===== src/rtl/usb_burst_ctrl.sv =====
// Burst controller around the FT232H async-FIFO block: each received byte is a start
// address; replies with an optional header byte plus NR_WORDS bytes read from memory.
module usb_burst_ctrl #(
  parameter int NR_WORDS = 16,
  parameter int ADDR_W   = 8,
  parameter int SEND_HDR = 1
) (
  input  logic              CLOCK_50,
  input  logic              reset,
  input  logic              byte_received,
  input  logic [7:0]        read_data,
  input  logic              tx_done,
  output logic              write_request,
  output logic [7:0]        write_data,
  output logic [ADDR_W-1:0] mem_addr,
  output logic              mem_rd_en,
  input  logic [7:0]        mem_rd_data,
  output logic              busy,
  output logic              burst_done,
  output logic              overrun
);

  typedef enum logic [2:0] {
    IDLE  = 3'd0,
    HDR   = 3'd1,
    RD    = 3'd2,
    LATCH = 3'd3,
    SEND  = 3'd4,
    DONE  = 3'd5
  } state_t;

  localparam logic [15:0] NR_W = 16'(NR_WORDS);

  state_t              state_q;
  logic [15:0]         left_q;
  logic [ADDR_W-1:0]   mem_addr_q;
  logic                write_request_q;
  logic [7:0]          write_data_q;
  logic                mem_rd_en_q;
  logic                busy_q;
  logic                burst_done_q;
  logic                overrun_q;

  // Burst sequencer; mem_addr_q doubles as the running burst address.
  always_ff @(posedge CLOCK_50 or posedge reset) begin
    if (reset) begin
      state_q         <= IDLE;
      left_q          <= 16'd0;
      mem_addr_q      <= '0;
      write_request_q <= 1'b0;
      write_data_q    <= 8'h00;
      mem_rd_en_q     <= 1'b0;
      busy_q          <= 1'b0;
      burst_done_q    <= 1'b0;
      overrun_q       <= 1'b0;
    end else begin
      burst_done_q <= 1'b0;
      mem_rd_en_q  <= 1'b0;
      if (byte_received && (state_q != IDLE)) begin
        overrun_q <= 1'b1;
      end
      case (state_q)
        IDLE: begin
          if (byte_received) begin
            mem_addr_q <= ADDR_W'(read_data);
            left_q     <= NR_W;
            busy_q     <= 1'b1;
            if (SEND_HDR != 0) begin
              write_data_q    <= read_data;
              write_request_q <= 1'b1;
              state_q         <= HDR;
            end else begin
              mem_rd_en_q <= 1'b1;
              state_q     <= RD;
            end
          end
        end
        HDR: begin
          if (tx_done) begin
            write_request_q <= 1'b0;
            mem_rd_en_q     <= 1'b1;
            state_q         <= RD;
          end
        end
        RD: begin
          state_q <= LATCH;
        end
        // Memory data is valid here, one cycle after the read enable.
        LATCH: begin
          write_data_q    <= mem_rd_data;
          write_request_q <= 1'b1;
          state_q         <= SEND;
        end
        SEND: begin
          if (tx_done) begin
            write_request_q <= 1'b0;
            left_q          <= left_q - 16'd1;
            mem_addr_q      <= mem_addr_q + ADDR_W'(1);
            if (left_q == 16'd1) begin
              burst_done_q <= 1'b1;
              state_q      <= DONE;
            end else begin
              mem_rd_en_q <= 1'b1;
              state_q     <= RD;
            end
          end
        end
        DONE: begin
          busy_q  <= 1'b0;
          state_q <= IDLE;
        end
        default: begin
          write_request_q <= 1'b0;
          busy_q          <= 1'b0;
          state_q         <= IDLE;
        end
      endcase
    end
  end

  assign write_request = write_request_q;
  assign write_data    = write_data_q;
  assign mem_addr      = mem_addr_q;
  assign mem_rd_en     = mem_rd_en_q;
  assign busy          = busy_q;
  assign burst_done    = burst_done_q;
  assign overrun       = overrun_q;

endmodule


===== config.mk =====
export PLATFORM = sky130hd
export DESIGN_NAME = usb_burst_ctrl
export DESIGN_NICKNAME = d
export VERILOG_FILES = /design/src/rtl/usb_burst_ctrl.sv
export SDC_FILE = /design/constraint.sdc
export NUM_CORES = 1
export LEC_CHECK = 0
export BUFFER_PORTS_ARGS = -buffer_cell sky130_fd_sc_hd__buf_2
export CAP_MARGIN = 20
export CORE_MARGIN = 2
export CORE_UTILIZATION = 58
export DETAILED_ROUTE_END_ITERATION = 16
export PLACE_DENSITY_LB_ADDON = 0.3
export SKIP_LAST_GASP = 1
export SYNTH_ARGS = -nofsm -noshare
export SYNTH_HDL_FRONTEND = slang
export SYNTH_SLANG_ARGS = --single-unit

===== constraint.sdc =====
create_clock -name CLOCK_50 -period 3.78 [get_ports CLOCK_50]
set_input_delay 0.189 -clock CLOCK_50 [delete_from_list [all_inputs] [get_ports CLOCK_50]]
set_output_delay 0.189 -clock CLOCK_50 [all_outputs]
set_load 0.01 [all_outputs]

Word level (Yosys, flattened, before mapping)
Cells that the tools add are included.
- bits in latches: 0
- RAM bits: 0
- memories: 0
- register bits after elaboration: 40
- bits of input ports: 20
- memory bits (read-only): 0
- logic and storage cells: 59
- $mul: 0
- $lt $le $gt $ge: 0
- shift-type cells: 0
- reduce and logical (&&, ||, !) cells: 13
- divide/modulo/power cells: 0
- add/sub/neg operators: 2
- bitwise operators: 2
- eq/ne operators: 10
- muxes and demuxes: 23
- operator list (cell ; count):
    16-bit 2-to-1 mux ; 2
    16-bit one-hot mux with 2 select lines ; 1
    8-bit one-hot mux with 2 select lines ; 2
    16-bit by 1-bit equality test with 1-bit output, second input constant ; 1
    8-bit 2-to-1 mux ; 2
    16-bit by 1-bit subtractor with 16-bit output, second input constant ; 1
    3-bit one-hot mux with 5 select lines ; 1
    3-bit 2-to-1 mux ; 4
    3-bit AND reduction ; 3
    8-bit by 1-bit adder with 8-bit output, second input constant ; 1
    1-bit 2-to-1 mux ; 8
    3-bit by 2-bit equality test with 1-bit output, second input constant ; 2
    3-bit equality test, second input constant ; 2
    2-bit != test, second input constant ; 3
    1-bit one-hot mux with 2 select lines ; 2
    1-bit one-hot mux with 4 select lines ; 1
    2-bit AND reduction ; 2
    2-bit nonzero test ; 2
    2-bit OR reduction ; 2
    4-bit OR reduction ; 1
    3-bit by 1-bit equality test with 1-bit output, second input constant ; 1
    3-bit logical NOT ; 1
    3-bit nonzero test ; 1
    2-bit by 1-bit != test with 1-bit output, second input constant ; 1
    2 further kinds ; 3

Depth between registers and ports, before layout
- word-level depth: 4
- gate-level depth with buffers: 7
- depth with buffers taken out: 6

Worst setup path before layout
Ideal clock, no wire load.
- path kind: register to register
- start point: reg left_q[8]
- end point: reg left_q[14]
- clock period less this slack: 1.811 ns
- cell stages (with the launch flop): 5
- library setup time: 0.078 ns
- buffers on the path: 0
- arrival: 1.733 ns
- setup slack: 1.969 ns
- cells stage by stage: dfrtp_1 or4_4 or3_1 or3_1 a21oi_1
- word-level cells in the longest chain between the ends: 3
- ends and longest elaborated chain (item ; RTL line ; source):
    start, declared ; 35 ; logic [15:0] left_q;
    start signal, assigned ; 97 ; left_q <= left_q - 16'd1;
    16-bit by 1-bit subtractor with 16-bit output ; 97 ;
    16-bit 2-to-1 mux ; 95 ; if (tx_done) begin
    16-bit one-hot mux with 2 select lines ; 62 ; case (state_q)
Every way passes these cells. The select of a mux whose other input is x is not followed.
A chain may end at the register's enable or synchronous reset.

Worst setup path in the final report
- start point: reg left_q[0]
- end point: reg left_q[12]
The elaborated chain is that of the path after synthesis.

==> impl_metrics.json <==
{
  "design_area_um2": 2354,
  "final.fill_count": 300,
  "crit_path_start_kind": "flop",
  "synth_top_area_share_pct": 48.66,
  "pre_cts_slack_ns": 1.832,
  "vias_per_cell": 5.697,
  "place_area_um2": 2285,
  "min_to": "write_data[4]",
  "relSlewSlack_pct": 43.87,
  "yosysMostFrequentCell": "dfrtp_1",
  "grtUsageMet1_pct": 30.94,
  "clk_pin_slew_ns": 0.11,
  "routed_wl_mm": 4.367,
  "whs_ns": 0.09144,
  "final_cells": 314,
  "grtUsageTotal_pct": 24.14,
  "row_count": 21,
  "cts-htree-levels": 2,
  "worst_pin_slew_ns": 0.8307,
  "slew_viol_final": 0,
  "grtUsageMet2_pct": 40.66,
  "fin_crit_sh_pct": 51.70,
  "wl_per_cell_um": 13.91,
  "syn_area_per_cell_um2": 8.982,
  "min_path_type": "in -> reg",
  "final-setup-viol-count": 0,
  "drv_cap": 0,
  "drt_iter0_markers": 62,
  "die_w_um": 63.55,
  "hpwl_mm": 3.174,
  "yosys.area.top_type": "dfrtp_1",
  "min_path_cells": 3,
  "power_density_nw_per_um2": 803.1,
  "synthFlopType": "dfrtp_1",
  "netlist_area_um2": 2057,
  "path_class": "reg -> reg",
  "cts_inserted_buffers": 5,
  "fin_skew_ns": 0.006885,
  "core-area_um2": 3363,
  "cts_tree": "done",
  "synthArstFlopShare_pct": 100.0,
  "ys_ff_latch": 40,
  "ys_seq_area_share_pct": 48.66,
  "fin_util_pct": 69.98,
  "start_util_pct": 61.16,
  "via_count": 1789,
  "grt_pass1_wl_mm": 7.534,
  "diodes": 0,
  "post_synth_num_cell_types": 46,
  "max_freq_mhz": 511.7,
  "hold_start": "read_data[4]",
  "syn-num-nets": 252,
  "gp_congestion": 0.8378,
  "die_y_um": 63.55,
  "root_buffer": "clkbuf_4",
  "drt_pass1_iterations": 4,
  "drive_above_1_share_pct": 20.90,
  "arrival_ns": 2.22,
  "timing.final.ws_setup_ns": 1.826,
  "finalCriticalPeriod_ns": 1.954,
  "ioPinCount": 41,
  "worstReg2RegStart": "left_q[0]",
  "drc": 0,
  "synthTopCellsByArea": "dfrtp_1 (49%), nand2_1 (5.8%), nor2_1 (4.7%)",
  "rsz0062_at_grt": "no",
  "r2r-end": "left_q[12]",
  "hold_viol": 0,
  "antenna_found_initial": 0,
  "regToRegSetupSlack_ns": 1.83,
  "vdd_ir_drop_max_uv": 440.1,
  "fin_tns_setup_ns": 0,
  "dp.cells": 305,
  "yosys_warnings": 0,
  "status": "finished, final reports clean",
  "p_leak_nw": 1.064,
  "use_met3_pct": 5.536,
  "path_max_fanout": 7,
  "grt_max_degree": 41,
  "cts_sinks": 40,
  "cts_resized": 0,
  "dieArea_um2": 4039,
  "nNetsFinal": 290,
  "endpoint_kind": "flop",
  "busiest_layer": "met2",
  "worst-endpoint-required_ns": 4.04,
  "clk_latency_ns": 0.34,
  "port_buffers": 40,
  "syn_inst": 229,
  "grt_pass1_vias": 1678,
  "areaGrowthSynthToFinish_pct": 14.42,
  "worst-r2r-cell-count": 6,
  "clockBufferDepth": 2,
  "synth_common_cells": "dfrtp_1 (40), nand2_1 (32), nor2_1 (26), o21ai_0 (19), a21oi_1 (13)",
  "grt_overflow": 0,
  "power_mw": 1.890,
  "postRouteAntennaNets": 0,
  "synth_edf_count": 0
}
flip-flops by register name (all words and copies together), names as in the netlist:
signal,count
write_request,1
left_q,16
mem_rd_en,1
mem_addr,8
busy,1
overrun,1
burst_done,1
write_data,8
state_q,3
routing by layer:
metal	up-vias	part of all wire [%]	wire length, um
li1	893	-	-
met1	855	48	2083
met2	36	47	2073
met3	5	3.6	158
met4	0	1.2	51
met5	-	0	0
cell usage in the layout, fill, tap and decap left out, types with 2 or more instances in the layout:
master and count:
a21oi_1 13, buf_4 2, nand2_1 32, nor3b_1 3
nand2b_1 4, a31oi_1 9, nor3_1 3, o21ai_0 19
a2bb2oi_1 2, xor2_1 5, dfrtp_1 40, inv_1 5
clkbuf_4 5, nand4_1 4, and2_1 4, nor2_1 26
nor4_1 2, or3_1 5, or2_2 2, clkbuf_1 2
xnor2_1 2, or4_1 2, or3_2 2, mux2_2 2
o31ai_1 3, o22ai_1 2, buf_2 40, ha_1 3
nand3_1 4
kinds of logic after synthesis:
| group | count (synthesis) | share of synthesized area, % |
|---|---|---|
| flip-flops | 40 | 48.66 |
| XOR/XNOR | 7 | 2.981 |
| multiplexers | 3 | 1.581 |
| buffers and inverters | 17 | 3.102 |
| AND/OR/NAND/NOR | 104 | 26.09 |
| AO/OA/AOI/OAI | 55 | 15.75 |
| adder cells (fa/ha/maj) | 3 | 1.825 |
worst max path at each step:
| stage | startpoint | end | slack (ns) | cells after the start |
|---|---|---|---|---|
| global route | state_q[1] | left_q[12] | 1.70 | 4 |
| floorplan | left_q[8] | left_q[14] | 1.97 | 4 |
| CTS | left_q[0] | left_q[12] | 1.82 | 6 |
| finish | left_q[0] | left_q[12] | 1.83 | 6 |
| global placement | left_q[2] | left_q[12] | 1.92 | 4 |
| detailed placement | left_q[0] | left_q[12] | 1.83 | 6 |
critical path, stage by stage, from the launching register on:
cell and delay, ns:
dfrtp_1 0.43, inv_1 0.12, ha_1 0.22, nor3b_1 0.19, nand4_1 0.26, or3_2 0.49, a21oi_1 0.17
area by class of cell:
class	instances	area, um2	share of cell area (%)
flip-flops and latches	40	1001	42.53
multi-input cells	172	992.2	42.16
repair buffers	43	225.2	9.569
clock buffers	8	58.81	2.499
well taps	46	57.56	2.446
inverters	5	18.77	0.7974
power by group:
part / internal [mW] / switching (mW) / leakage, nW / total, mW
Sequential: 0.612 / 0.194 / 0.498 / 0.806
Combinational: 0.383 / 0.480 / 0.534 / 0.863
Clock: 0.0919 / 0.129 / 0.0326 / 0.221
Total: 1.09 / 0.803 / 1.06 / 1.89
repair_timing:
item / in CTS / in global routing
endpoints found under the setup margin: 0 / 0
buffers inserted: 0 / 0
endpoints found under the hold margin: 40 / 0
hold buffers: 1 / 0
(Power assumes the default switching activity.)
